`config.mk`:
```
export PLATFORM = sky130hd
export DESIGN_NAME = axi_lite_arb2_flat
export DESIGN_NICKNAME = d
export VERILOG_FILES = /design/src/rtl/axi_lite_arb2_if.sv /design/src/rtl/axi_lite_arb2.sv /design/src/flat_wrapper.sv
export SDC_FILE = /design/constraint.sdc
export NUM_CORES = 1
export LEC_CHECK = 0
export ABC_AREA = 1
export BUFFER_PORTS_ARGS = -buffer_cell sky130_fd_sc_hd__buf_2
export CAP_MARGIN = 20
export CORE_AREA = 2 2 182 184
export CTS_CLUSTER_DIAMETER = 40
export CTS_CLUSTER_SIZE = 14
export DETAILED_ROUTE_END_ITERATION = 12
export DIE_AREA = 0 0 184 186
export PLACE_DENSITY = 0.39
export SLEW_MARGIN = 15
export SYNTH_ARGS = -nofsm -noshare
export SYNTH_HDL_FRONTEND = slang
export SYNTH_SLANG_ARGS = --single-unit
```
`constraint.sdc`:
```
create_clock -name clk -period 1.1 [get_ports clk]
set_clock_uncertainty 0.05 [all_clocks]
set_input_delay 0.165 -clock clk [delete_from_list [all_inputs] [get_ports clk]]
set_output_delay 0.165 -clock clk [all_outputs]
set_load 0.05 [all_outputs]
```
`src/rtl/axi_lite_arb2_if.sv`:
```
// One AXI4-Lite port (AW, W, B, AR, R channels). The master modport drives
// requests; the slave modport drives responses.
interface axi_lite_arb2_if #(
  parameter int AW = 32,
  parameter int DW = 32
);
  logic [AW-1:0]   awaddr;
  logic [2:0]      awprot;
  logic            awvalid;
  logic            awready;
  logic [DW-1:0]   wdata;
  logic [DW/8-1:0] wstrb;
  logic            wvalid;
  logic            wready;
  logic [1:0]      bresp;
  logic            bvalid;
  logic            bready;
  logic [AW-1:0]   araddr;
  logic [2:0]      arprot;
  logic            arvalid;
  logic            arready;
  logic [DW-1:0]   rdata;
  logic [1:0]      rresp;
  logic            rvalid;
  logic            rready;

  modport master (
    output awaddr, awprot, awvalid, wdata, wstrb, wvalid, bready,
           araddr, arprot, arvalid, rready,
    input  awready, wready, bresp, bvalid, arready, rdata, rresp, rvalid
  );

  modport slave (
    input  awaddr, awprot, awvalid, wdata, wstrb, wvalid, bready,
           araddr, arprot, arvalid, rready,
    output awready, wready, bresp, bvalid, arready, rdata, rresp, rvalid
  );
endinterface

```
`src/rtl/axi_lite_arb2.sv`:
```
// Two-master round-robin arbiter onto one AXI4-Lite slave, one transaction in
// flight; state_o exposes the FSM state (0 IDLE, 1 WR, 2 RD).
module axi_lite_arb2 #(
  parameter int AW = 32,
  parameter int DW = 32
) (
  input  logic                  clk,
  input  logic                  rst_n,
  axi_lite_arb2_if.slave        m0_axi,
  axi_lite_arb2_if.slave        m1_axi,
  axi_lite_arb2_if.master       s_axi,
  output logic [1:0]            gnt_o,
  output logic [1:0]            state_o
);

  // Handshakes: a channel transfers on a rising edge where valid & ready are
  // both 1; valid, once raised, is held until that edge.
  typedef enum logic [1:0] {ST_IDLE = 2'd0, ST_WR = 2'd1, ST_RD = 2'd2} state_e;

  state_e state_q, state_d;
  logic   owner_q, owner_d;
  logic   ptr_q, ptr_d;
  logic   aw_done_q, aw_done_d;
  logic   w_done_q, w_done_d;
  logic   ar_done_q, ar_done_d;
  logic   pick;

  logic req0, req1, in_wr, in_rd, b_done, r_done;

  logic [AW-1:0]   own_awaddr, own_araddr;
  logic [2:0]      own_awprot, own_arprot;
  logic [DW-1:0]   own_wdata;
  logic [DW/8-1:0] own_wstrb;
  logic            own_awvalid, own_wvalid, own_bready, own_arvalid, own_rready;

  logic            rsp_awready, rsp_wready, rsp_bvalid, rsp_arready, rsp_rvalid;
  logic [1:0]      rsp_bresp, rsp_rresp;
  logic [DW-1:0]   rsp_rdata;

  assign req0  = m0_axi.awvalid | m0_axi.arvalid;
  assign req1  = m1_axi.awvalid | m1_axi.arvalid;
  assign in_wr = (state_q == ST_WR);
  assign in_rd = (state_q == ST_RD);

  assign own_awaddr  = owner_q ? m1_axi.awaddr  : m0_axi.awaddr;
  assign own_awprot  = owner_q ? m1_axi.awprot  : m0_axi.awprot;
  assign own_awvalid = owner_q ? m1_axi.awvalid : m0_axi.awvalid;
  assign own_wdata   = owner_q ? m1_axi.wdata   : m0_axi.wdata;
  assign own_wstrb   = owner_q ? m1_axi.wstrb   : m0_axi.wstrb;
  assign own_wvalid  = owner_q ? m1_axi.wvalid  : m0_axi.wvalid;
  assign own_bready  = owner_q ? m1_axi.bready  : m0_axi.bready;
  assign own_araddr  = owner_q ? m1_axi.araddr  : m0_axi.araddr;
  assign own_arprot  = owner_q ? m1_axi.arprot  : m0_axi.arprot;
  assign own_arvalid = owner_q ? m1_axi.arvalid : m0_axi.arvalid;
  assign own_rready  = owner_q ? m1_axi.rready  : m0_axi.rready;

  // Done flags keep an accepted channel from being presented to the slave twice.
  assign s_axi.awaddr  = own_awaddr;
  assign s_axi.awprot  = own_awprot;
  assign s_axi.awvalid = in_wr & own_awvalid & ~aw_done_q;
  assign s_axi.wdata   = own_wdata;
  assign s_axi.wstrb   = own_wstrb;
  assign s_axi.wvalid  = in_wr & own_wvalid & ~w_done_q;
  assign s_axi.bready  = in_wr & own_bready;
  assign s_axi.araddr  = own_araddr;
  assign s_axi.arprot  = own_arprot;
  assign s_axi.arvalid = in_rd & own_arvalid & ~ar_done_q;
  assign s_axi.rready  = in_rd & own_rready;

  assign rsp_awready = in_wr & s_axi.awready & ~aw_done_q;
  assign rsp_wready  = in_wr & s_axi.wready & ~w_done_q;
  assign rsp_bvalid  = in_wr & s_axi.bvalid;
  assign rsp_bresp   = in_wr ? s_axi.bresp : 2'b00;
  assign rsp_arready = in_rd & s_axi.arready & ~ar_done_q;
  assign rsp_rvalid  = in_rd & s_axi.rvalid;
  assign rsp_rdata   = in_rd ? s_axi.rdata : '0;
  assign rsp_rresp   = in_rd ? s_axi.rresp : 2'b00;

  assign b_done = in_wr & s_axi.bvalid & own_bready;
  assign r_done = in_rd & s_axi.rvalid & own_rready;

  assign m0_axi.awready = ~owner_q & rsp_awready;
  assign m0_axi.wready  = ~owner_q & rsp_wready;
  assign m0_axi.bvalid  = ~owner_q & rsp_bvalid;
  assign m0_axi.bresp   = owner_q ? 2'b00 : rsp_bresp;
  assign m0_axi.arready = ~owner_q & rsp_arready;
  assign m0_axi.rvalid  = ~owner_q & rsp_rvalid;
  assign m0_axi.rdata   = owner_q ? '0 : rsp_rdata;
  assign m0_axi.rresp   = owner_q ? 2'b00 : rsp_rresp;

  assign m1_axi.awready = owner_q & rsp_awready;
  assign m1_axi.wready  = owner_q & rsp_wready;
  assign m1_axi.bvalid  = owner_q & rsp_bvalid;
  assign m1_axi.bresp   = owner_q ? rsp_bresp : 2'b00;
  assign m1_axi.arready = owner_q & rsp_arready;
  assign m1_axi.rvalid  = owner_q & rsp_rvalid;
  assign m1_axi.rdata   = owner_q ? rsp_rdata : '0;
  assign m1_axi.rresp   = owner_q ? rsp_rresp : 2'b00;

  assign gnt_o   = (state_q == ST_IDLE) ? 2'b00 : (owner_q ? 2'b10 : 2'b01);
  assign state_o = state_q;

  always_comb begin
    state_d   = state_q;
    owner_d   = owner_q;
    ptr_d     = ptr_q;
    aw_done_d = aw_done_q;
    w_done_d  = w_done_q;
    ar_done_d = ar_done_q;
    pick      = 1'b0;
    case (state_q)
      ST_IDLE: begin
        if (req0 | req1) begin
          // Contention resolves by the pointer; a lone requester always wins.
          pick    = (req0 & req1) ? ptr_q : req1;
          owner_d = pick;
          state_d = (pick ? m1_axi.awvalid : m0_axi.awvalid) ? ST_WR : ST_RD;
        end
      end
      ST_WR: begin
        aw_done_d = aw_done_q | (s_axi.awvalid & s_axi.awready);
        w_done_d  = w_done_q | (s_axi.wvalid & s_axi.wready);
        if (b_done) begin
          state_d   = ST_IDLE;
          aw_done_d = 1'b0;
          w_done_d  = 1'b0;
          ptr_d     = ~owner_q;
        end
      end
      ST_RD: begin
        ar_done_d = ar_done_q | (s_axi.arvalid & s_axi.arready);
        if (r_done) begin
          state_d   = ST_IDLE;
          ar_done_d = 1'b0;
          ptr_d     = ~owner_q;
        end
      end
      default: state_d = ST_IDLE;
    endcase
  end

  always_ff @(posedge clk or negedge rst_n) begin
    if (!rst_n) begin
      state_q   <= ST_IDLE;
      owner_q   <= 1'b0;
      ptr_q     <= 1'b0;
      aw_done_q <= 1'b0;
      w_done_q  <= 1'b0;
      ar_done_q <= 1'b0;
    end else begin
      state_q   <= state_d;
      owner_q   <= owner_d;
      ptr_q     <= ptr_d;
      aw_done_q <= aw_done_d;
      w_done_q  <= w_done_d;
      ar_done_q <= ar_done_d;
    end
  end

endmodule

```
`src/flat_wrapper.sv`:
```
// flat-port wrapper written by rule: the top's interface ports become plain ports
module axi_lite_arb2_flat 
#(
  parameter int AW = 32,
  parameter int DW = 32
)
  (clk, rst_n, gnt_o, state_o, m0_axi_awaddr, m0_axi_awprot, m0_axi_awvalid, m0_axi_wdata, m0_axi_wstrb, m0_axi_wvalid, m0_axi_bready, m0_axi_araddr, m0_axi_arprot, m0_axi_arvalid, m0_axi_rready, m0_axi_awready, m0_axi_wready, m0_axi_bresp, m0_axi_bvalid, m0_axi_arready, m0_axi_rdata, m0_axi_rresp, m0_axi_rvalid, m1_axi_awaddr, m1_axi_awprot, m1_axi_awvalid, m1_axi_wdata, m1_axi_wstrb, m1_axi_wvalid, m1_axi_bready, m1_axi_araddr, m1_axi_arprot, m1_axi_arvalid, m1_axi_rready, m1_axi_awready, m1_axi_wready, m1_axi_bresp, m1_axi_bvalid, m1_axi_arready, m1_axi_rdata, m1_axi_rresp, m1_axi_rvalid, s_axi_awaddr, s_axi_awprot, s_axi_awvalid, s_axi_wdata, s_axi_wstrb, s_axi_wvalid, s_axi_bready, s_axi_araddr, s_axi_arprot, s_axi_arvalid, s_axi_rready, s_axi_awready, s_axi_wready, s_axi_bresp, s_axi_bvalid, s_axi_arready, s_axi_rdata, s_axi_rresp, s_axi_rvalid);
  axi_lite_arb2_if #(.AW(AW), .DW(DW)) m0_axi_i ();
  axi_lite_arb2_if #(.AW(AW), .DW(DW)) m1_axi_i ();
  axi_lite_arb2_if #(.AW(AW), .DW(DW)) s_axi_i ();
  input  logic clk;
  input  logic rst_n;
  output logic [1:0] gnt_o;
  output logic [1:0] state_o;
  input wire logic [$bits(m0_axi_i.awaddr)-1:0] m0_axi_awaddr;
  input wire logic [$bits(m0_axi_i.awprot)-1:0] m0_axi_awprot;
  input wire logic [$bits(m0_axi_i.awvalid)-1:0] m0_axi_awvalid;
  input wire logic [$bits(m0_axi_i.wdata)-1:0] m0_axi_wdata;
  input wire logic [$bits(m0_axi_i.wstrb)-1:0] m0_axi_wstrb;
  input wire logic [$bits(m0_axi_i.wvalid)-1:0] m0_axi_wvalid;
  input wire logic [$bits(m0_axi_i.bready)-1:0] m0_axi_bready;
  input wire logic [$bits(m0_axi_i.araddr)-1:0] m0_axi_araddr;
  input wire logic [$bits(m0_axi_i.arprot)-1:0] m0_axi_arprot;
  input wire logic [$bits(m0_axi_i.arvalid)-1:0] m0_axi_arvalid;
  input wire logic [$bits(m0_axi_i.rready)-1:0] m0_axi_rready;
  output wire logic [$bits(m0_axi_i.awready)-1:0] m0_axi_awready;
  output wire logic [$bits(m0_axi_i.wready)-1:0] m0_axi_wready;
  output wire logic [$bits(m0_axi_i.bresp)-1:0] m0_axi_bresp;
  output wire logic [$bits(m0_axi_i.bvalid)-1:0] m0_axi_bvalid;
  output wire logic [$bits(m0_axi_i.arready)-1:0] m0_axi_arready;
  output wire logic [$bits(m0_axi_i.rdata)-1:0] m0_axi_rdata;
  output wire logic [$bits(m0_axi_i.rresp)-1:0] m0_axi_rresp;
  output wire logic [$bits(m0_axi_i.rvalid)-1:0] m0_axi_rvalid;
  input wire logic [$bits(m1_axi_i.awaddr)-1:0] m1_axi_awaddr;
  input wire logic [$bits(m1_axi_i.awprot)-1:0] m1_axi_awprot;
  input wire logic [$bits(m1_axi_i.awvalid)-1:0] m1_axi_awvalid;
  input wire logic [$bits(m1_axi_i.wdata)-1:0] m1_axi_wdata;
  input wire logic [$bits(m1_axi_i.wstrb)-1:0] m1_axi_wstrb;
  input wire logic [$bits(m1_axi_i.wvalid)-1:0] m1_axi_wvalid;
  input wire logic [$bits(m1_axi_i.bready)-1:0] m1_axi_bready;
  input wire logic [$bits(m1_axi_i.araddr)-1:0] m1_axi_araddr;
  input wire logic [$bits(m1_axi_i.arprot)-1:0] m1_axi_arprot;
  input wire logic [$bits(m1_axi_i.arvalid)-1:0] m1_axi_arvalid;
  input wire logic [$bits(m1_axi_i.rready)-1:0] m1_axi_rready;
  output wire logic [$bits(m1_axi_i.awready)-1:0] m1_axi_awready;
  output wire logic [$bits(m1_axi_i.wready)-1:0] m1_axi_wready;
  output wire logic [$bits(m1_axi_i.bresp)-1:0] m1_axi_bresp;
  output wire logic [$bits(m1_axi_i.bvalid)-1:0] m1_axi_bvalid;
  output wire logic [$bits(m1_axi_i.arready)-1:0] m1_axi_arready;
  output wire logic [$bits(m1_axi_i.rdata)-1:0] m1_axi_rdata;
  output wire logic [$bits(m1_axi_i.rresp)-1:0] m1_axi_rresp;
  output wire logic [$bits(m1_axi_i.rvalid)-1:0] m1_axi_rvalid;
  output wire logic [$bits(s_axi_i.awaddr)-1:0] s_axi_awaddr;
  output wire logic [$bits(s_axi_i.awprot)-1:0] s_axi_awprot;
  output wire logic [$bits(s_axi_i.awvalid)-1:0] s_axi_awvalid;
  output wire logic [$bits(s_axi_i.wdata)-1:0] s_axi_wdata;
  output wire logic [$bits(s_axi_i.wstrb)-1:0] s_axi_wstrb;
  output wire logic [$bits(s_axi_i.wvalid)-1:0] s_axi_wvalid;
  output wire logic [$bits(s_axi_i.bready)-1:0] s_axi_bready;
  output wire logic [$bits(s_axi_i.araddr)-1:0] s_axi_araddr;
  output wire logic [$bits(s_axi_i.arprot)-1:0] s_axi_arprot;
  output wire logic [$bits(s_axi_i.arvalid)-1:0] s_axi_arvalid;
  output wire logic [$bits(s_axi_i.rready)-1:0] s_axi_rready;
  input wire logic [$bits(s_axi_i.awready)-1:0] s_axi_awready;
  input wire logic [$bits(s_axi_i.wready)-1:0] s_axi_wready;
  input wire logic [$bits(s_axi_i.bresp)-1:0] s_axi_bresp;
  input wire logic [$bits(s_axi_i.bvalid)-1:0] s_axi_bvalid;
  input wire logic [$bits(s_axi_i.arready)-1:0] s_axi_arready;
  input wire logic [$bits(s_axi_i.rdata)-1:0] s_axi_rdata;
  input wire logic [$bits(s_axi_i.rresp)-1:0] s_axi_rresp;
  input wire logic [$bits(s_axi_i.rvalid)-1:0] s_axi_rvalid;
  assign m0_axi_i.awaddr = m0_axi_awaddr;
  assign m0_axi_i.awprot = m0_axi_awprot;
  assign m0_axi_i.awvalid = m0_axi_awvalid;
  assign m0_axi_i.wdata = m0_axi_wdata;
  assign m0_axi_i.wstrb = m0_axi_wstrb;
  assign m0_axi_i.wvalid = m0_axi_wvalid;
  assign m0_axi_i.bready = m0_axi_bready;
  assign m0_axi_i.araddr = m0_axi_araddr;
  assign m0_axi_i.arprot = m0_axi_arprot;
  assign m0_axi_i.arvalid = m0_axi_arvalid;
  assign m0_axi_i.rready = m0_axi_rready;
  assign m0_axi_awready = m0_axi_i.awready;
  assign m0_axi_wready = m0_axi_i.wready;
  assign m0_axi_bresp = m0_axi_i.bresp;
  assign m0_axi_bvalid = m0_axi_i.bvalid;
  assign m0_axi_arready = m0_axi_i.arready;
  assign m0_axi_rdata = m0_axi_i.rdata;
  assign m0_axi_rresp = m0_axi_i.rresp;
  assign m0_axi_rvalid = m0_axi_i.rvalid;
  assign m1_axi_i.awaddr = m1_axi_awaddr;
  assign m1_axi_i.awprot = m1_axi_awprot;
  assign m1_axi_i.awvalid = m1_axi_awvalid;
  assign m1_axi_i.wdata = m1_axi_wdata;
  assign m1_axi_i.wstrb = m1_axi_wstrb;
  assign m1_axi_i.wvalid = m1_axi_wvalid;
  assign m1_axi_i.bready = m1_axi_bready;
  assign m1_axi_i.araddr = m1_axi_araddr;
  assign m1_axi_i.arprot = m1_axi_arprot;
  assign m1_axi_i.arvalid = m1_axi_arvalid;
  assign m1_axi_i.rready = m1_axi_rready;
  assign m1_axi_awready = m1_axi_i.awready;
  assign m1_axi_wready = m1_axi_i.wready;
  assign m1_axi_bresp = m1_axi_i.bresp;
  assign m1_axi_bvalid = m1_axi_i.bvalid;
  assign m1_axi_arready = m1_axi_i.arready;
  assign m1_axi_rdata = m1_axi_i.rdata;
  assign m1_axi_rresp = m1_axi_i.rresp;
  assign m1_axi_rvalid = m1_axi_i.rvalid;
  assign s_axi_awaddr = s_axi_i.awaddr;
  assign s_axi_awprot = s_axi_i.awprot;
  assign s_axi_awvalid = s_axi_i.awvalid;
  assign s_axi_wdata = s_axi_i.wdata;
  assign s_axi_wstrb = s_axi_i.wstrb;
  assign s_axi_wvalid = s_axi_i.wvalid;
  assign s_axi_bready = s_axi_i.bready;
  assign s_axi_araddr = s_axi_i.araddr;
  assign s_axi_arprot = s_axi_i.arprot;
  assign s_axi_arvalid = s_axi_i.arvalid;
  assign s_axi_rready = s_axi_i.rready;
  assign s_axi_i.awready = s_axi_awready;
  assign s_axi_i.wready = s_axi_wready;
  assign s_axi_i.bresp = s_axi_bresp;
  assign s_axi_i.bvalid = s_axi_bvalid;
  assign s_axi_i.arready = s_axi_arready;
  assign s_axi_i.rdata = s_axi_rdata;
  assign s_axi_i.rresp = s_axi_rresp;
  assign s_axi_i.rvalid = s_axi_rvalid;
  axi_lite_arb2 #(.AW(AW), .DW(DW)) u_core (.clk(clk), .rst_n(rst_n), .m0_axi(m0_axi_i), .m1_axi(m1_axi_i), .s_axi(s_axi_i), .gnt_o(gnt_o), .state_o(state_o));
endmodule
```
==> impl_results.html <==
<table>
<tr><th>Metric</th><th>Value</th></tr>
<tr><th colspan="2">Drt</th></tr>
<tr><td>Initial DRC count</td><td>108</td></tr>
<tr><td>Drt first pass iters</td><td>4</td></tr>
<tr><td>Total via count in the routed design</td><td>5570</td></tr>
<tr><td>Count of antenna-violating nets left after detailed routing</td><td>0</td></tr>
<tr><td>Vias per inst</td><td>3.723</td></tr>
<tr><td># DRC</td><td>0</td></tr>
<tr><td>Final Routed Wirelength</td><td>21920 um</td></tr>
<tr><td>Average routed wire per standard cell</td><td>14.65 um</td></tr>
<tr><th colspan="2">Yosys</th></tr>
<tr><td>Yosys warns</td><td>0</td></tr>
<tr><td>Per-instance average area after synthesis</td><td>4.639 um2</td></tr>
<tr><td>Synth Cell Area</td><td>0.002589 mm2</td></tr>
<tr><td>Top cell type by total area after synthesis</td><td>sky130_fd_sc_hd__nand2_1</td></tr>
<tr><td>Top cells by area, synth</td><td>sky130_fd_sc_hd__nand2_1 50%, sky130_fd_sc_hd__nor3_1 12%, sky130_fd_sc_hd__buf_6 8.3%, sky130_fd_sc_hd__dfrtp_1 6.8%, sky130_fd_sc_hd__inv_1 6.2%</td></tr>
<tr><td>Area fraction of the dominant cell type after synthesis</td><td>50.02%</td></tr>
<tr><td>Total nets after synthesis</td><td>823</td></tr>
<tr><td>Synthesized flop and latch total</td><td>7</td></tr>
<tr><td>Number of distinct library cells after synthesis</td><td>21</td></tr>
<tr><td>Share of synthesized area occupied by flip-flops and latches</td><td>6.767%</td></tr>
<tr><td>Post-synthesis cell count</td><td>558</td></tr>
<tr><th colspan="2">Setup path</th></tr>
<tr><td>Crit Path Category</td><td>flop to output port</td></tr>
<tr><td>Crit path cell chain</td><td>buf_12 &gt; bufbuf_16 &gt; nor3_4 &gt; buf_6</td></tr>
<tr><td>Crit path max fanout</td><td>17</td></tr>
<tr><td>Arrival time at the worst endpoint</td><td>1.65 ns</td></tr>
<tr><td>Kind of start point of the critical path</td><td>flop</td></tr>
<tr><td>Critical Path Slowest Stage Cell</td><td>sky130_fd_sc_hd__dfrtp_4</td></tr>
<tr><td>Critical Path End Type</td><td>output port</td></tr>
<tr><td>Critical Path RT</td><td>0.88 ns</td></tr>
<tr><td>Slowest Stage Delay on Critical Path</td><td>0.53 ns</td></tr>
<tr><th colspan="2">Floorplanning</th></tr>
<tr><td>Die area</td><td>0.03422 mm2</td></tr>
<tr><td>Cell Rows</td><td>66</td></tr>
<tr><td>Core region area</td><td>0.03221 mm2</td></tr>
<tr><td>DIE HEIGHT</td><td>186 um</td></tr>
<tr><td>Initial standard-cell utilization of the core</td><td>8.038%</td></tr>
<tr><td>Overall die width</td><td>184 um</td></tr>
<tr><td>Boundary Pins</td><td>462</td></tr>
<tr><th colspan="2">Timing</th></tr>
<tr><td>Relative slew slack</td><td>79.62%</td></tr>
<tr><td>Tmin final</td><td>1.863 ns</td></tr>
<tr><td>Number of pins exceeding their max-slew limit in the final report</td><td>0</td></tr>
<tr><td>Final critical-path share of the clock period</td><td>169.4%</td></tr>
<tr><td>Setup repair after global routing missed its margin</td><td>yes</td></tr>
<tr><td>Worst-margin pin slew</td><td>0.3036 ns</td></tr>
<tr><td>Final setup vio count</td><td>204</td></tr>
<tr><td>Highest attainable clock frequency</td><td>0.5367 GHz</td></tr>
<tr><td>Final setup margin</td><td>-0.7632 ns</td></tr>
<tr><td>Total count of hold-check failures in the final report</td><td>0</td></tr>
<tr><th colspan="2">Cells and area</th></tr>
<tr><td>Share of cells above drive strength 1</td><td>88.51%</td></tr>
<tr><td>Leading cell types in the layout, fill and taps excluded</td><td>265 x sky130_fd_sc_hd__buf_2, 143 x sky130_fd_sc_hd__nand2_8, 127 x sky130_fd_sc_hd__buf_6</td></tr>
<tr><td>Net total in the final layout</td><td>1354</td></tr>
<tr><td>Flip-flop and latch area</td><td>181.4 um2</td></tr>
<tr><td>Diodes inserted</td><td>0</td></tr>
<tr><td>Number of cells in the finished layout apart from fillers</td><td>1496</td></tr>
<tr><td>Most common cell after layout, fill and taps aside</td><td>sky130_fd_sc_hd__buf_2</td></tr>
<tr><td>Area occupied by multi-input gates</td><td>0.006077 mm2</td></tr>
<tr><td>Area added between synthesis and finish</td><td>369.4%</td></tr>
<tr><td>Count of fill cells added during filler insertion</td><td>3195</td></tr>
<tr><th colspan="2">Place</th></tr>
<tr><td>Worst-case setup slack after placement</td><td>-0.5685 ns</td></tr>
<tr><td>Port-buffer cells</td><td>461</td></tr>
<tr><td>Detailed Place HPWL</td><td>18350 um</td></tr>
<tr><td>Routability congestion estimate from global placement</td><td>0.8016</td></tr>
<tr><td>Post-Place Cells</td><td>1459</td></tr>
<tr><th colspan="2">GRT</th></tr>
<tr><td>GR Overflow Total</td><td>0</td></tr>
<tr><td>Maximum number of pins on one net before global-route repair</td><td>27</td></tr>
<tr><td>Number of global-route vias before repair</td><td>5649</td></tr>
<tr><td>First-pass GRT wire length</td><td>30940 um</td></tr>
<tr><td>Number of antenna violations at the first check in global routing</td><td>2</td></tr>
<tr><td>GR Util All Layers</td><td>11.42%</td></tr>
<tr><th colspan="2">Pwr</th></tr>
<tr><td>Combinational cell fraction of total power</td><td>96.6%</td></tr>
<tr><td>Power per cell area</td><td>2913 mW/mm2</td></tr>
<tr><td>Static Leak</td><td>5.657 nW</td></tr>
<tr><td>Overall power after layout</td><td>0.03539 W</td></tr>
<tr><td>Pint</td><td>0.01469 W</td></tr>
<tr><td>Proportion of power drawn by the clock network</td><td>1.7%</td></tr>
<tr><td>Sequential group share of total power</td><td>1.6%</td></tr>
<tr><td>Maximum vdd ir drop</td><td>1406 uV</td></tr>
<tr><td>Switching Share</td><td>58.49%</td></tr>
<tr><td>Net switching power</td><td>0.02070 W</td></tr>
<tr><th colspan="2">Clock tree</th></tr>
<tr><td>Worst skew pair latency</td><td>0.23 ns</td></tr>
<tr><td>Number of buffers on the longest clock path</td><td>2</td></tr>
<tr><td>Reg clk slew, reported paths</td><td>0.04 ns</td></tr>
<tr><td>Number of buffers created by CTS</td><td>3</td></tr>
<tr><td>CTS root buf</td><td>sky130_fd_sc_hd__clkbuf_16</td></tr>
<tr><td>Number of sinks handled by clock tree synthesis</td><td>7</td></tr>
<tr><td>Clock tree from TritonCTS</td><td>built</td></tr>
<tr><td>H-Tree Level Count</td><td>1</td></tr>
<tr><th colspan="2">Outcome</th></tr>
<tr><td>Result of the run</td><td>complete, but fails checks</td></tr>
<tr><td>Violations in the final reports</td><td>setup timing</td></tr>
<tr><th colspan="2">Min path</th></tr>
<tr><td>HP Class</td><td>input port to flop</td></tr>
<tr><th colspan="2">Run</th></tr>
<tr><td>Max-Cap Viols</td><td>0</td></tr>
</table>
Yosys cell counts:
| cell | instances |
|---|---|
| sky130_fd_sc_hd__o21bai_1 | 1 |
| sky130_fd_sc_hd__nor2_4 | 2 |
| sky130_fd_sc_hd__dfrtp_1 | 7 |
| sky130_fd_sc_hd__nor2_1 | 27 |
| sky130_fd_sc_hd__nor2_2 | 2 |
| sky130_fd_sc_hd__buf_4 | 1 |
| sky130_fd_sc_hd__o21ai_1 | 1 |
| sky130_fd_sc_hd__clkbuf_1 | 2 |
| sky130_fd_sc_hd__nor3_1 | 64 |
| sky130_fd_sc_hd__inv_1 | 43 |
| sky130_fd_sc_hd__nand2_1 | 345 |
| sky130_fd_sc_hd__buf_6 | 19 |
| sky130_fd_sc_hd__a31oi_1 | 2 |
| sky130_fd_sc_hd__nor3_2 | 8 |
| sky130_fd_sc_hd__nand2_2 | 1 |
| sky130_fd_sc_hd__or2_2 | 1 |
| sky130_fd_sc_hd__o21ai_0 | 6 |
| sky130_fd_sc_hd__a21oi_1 | 1 |
| sky130_fd_sc_hd__inv_2 | 5 |
| sky130_fd_sc_hd__buf_2 | 18 |
| sky130_fd_sc_hd__nand3_1 | 2 |
path summary, 6_finish.rpt:
check	from	endpoint	slack [ns]	cells after the start
min reg2reg	u_core.ptr_q	u_core.ptr_q	0.46	2
max	u_core.owner_q	m0_axi_rdata[16]	-0.76	4
max in group asynchronous	rst_n	u_core.owner_q	0.54	2
min	s_axi_arready	u_core.ar_done_q	0.19	3
max reg2reg	u_core.state_o[0]	u_core.state_o[1]	-0.41	7
min in group asynchronous	rst_n	u_core.w_done_q	0.27	2
through the flow:
| stage | setup TNS (ns) | hold slack [ns] | util, % | area [um2] |
|---|---|---|---|---|
| after floorplan | -75.40 | -0.1806 | - | 7017 |
| after CTS | -134.71 | 0.1704 | 34.67 | 11170 |
| after global routing | -139.22 | 0.2223 | 37.73 | 12150 |
| after global placement | -95.38 | -0.03861 | 31.75 | 10220 |
| final | -129.10 | 0.1860 | 37.73 | 12150 |
| after detailed placement | -96.30 | -0.03469 | 31.75 | 10220 |
cell type report:
cell class	count	area share (%)
tap	408	4.201
timing repair inverter	2	0.2059
inverter	48	1.709
clock buffer	4	0.6487
timing repair buffer	564	41.73
sequential	7	1.493
multi-input combinational	463	50.01
layer usage:
metal	GRT usage [%]	routed length, um
met4	1.088	189
met3	3.170	2095
met5	0	27
met2	22.26	11990
met1	12.65	7618
power groups by stage:
stage                     logic, W  clock network (W)  registers (W)
after floorplan             0.0228                  0       0.000662
after global placement      0.0286                  0       0.000549
after detailed placement    0.0286                  0       0.000554
after CTS                   0.0314           0.000624       0.000562
after global routing        0.0358           0.000647       0.000587
final                       0.0342           0.000619       0.000570
cells by family after synthesis:
| logic type | share of synthesized area, % |
|---|---|
| AND/OR/NAND/NOR | 71.63 |
| flip-flops | 6.767 |
| buffers and inverters | 19.29 |
| AO/OA/AOI/OAI | 2.320 |
worst max-delay path, delay by kind of cell, from the launching register on:
family | cells | cell delay, ns
buffers and inverters | 3 | 0.67
DFF | 1 | 0.53
and+or+nand+nor | 1 | 0.20
sequential cells by signal, indices dropped and copies added (netlist names):
signal,flops
u_core.ar_done_q,1
u_core.aw_done_q,1
u_core.owner_q,1
u_core.ptr_q,1
u_core.state_o,2
u_core.w_done_q,1
timing repair:
item / in CTS / in global routing
pin swaps: 4 / 13
setup endpoints to repair: 204 / 204
hold buffers: 1 / 0
gates resized for setup: 218 / 230
gates cloned: 4 / 10
buffers inserted: 5 / 13
endpoints found under the hold margin: 7 / 0
Note: power is estimated with default switching activity, not from simulation.
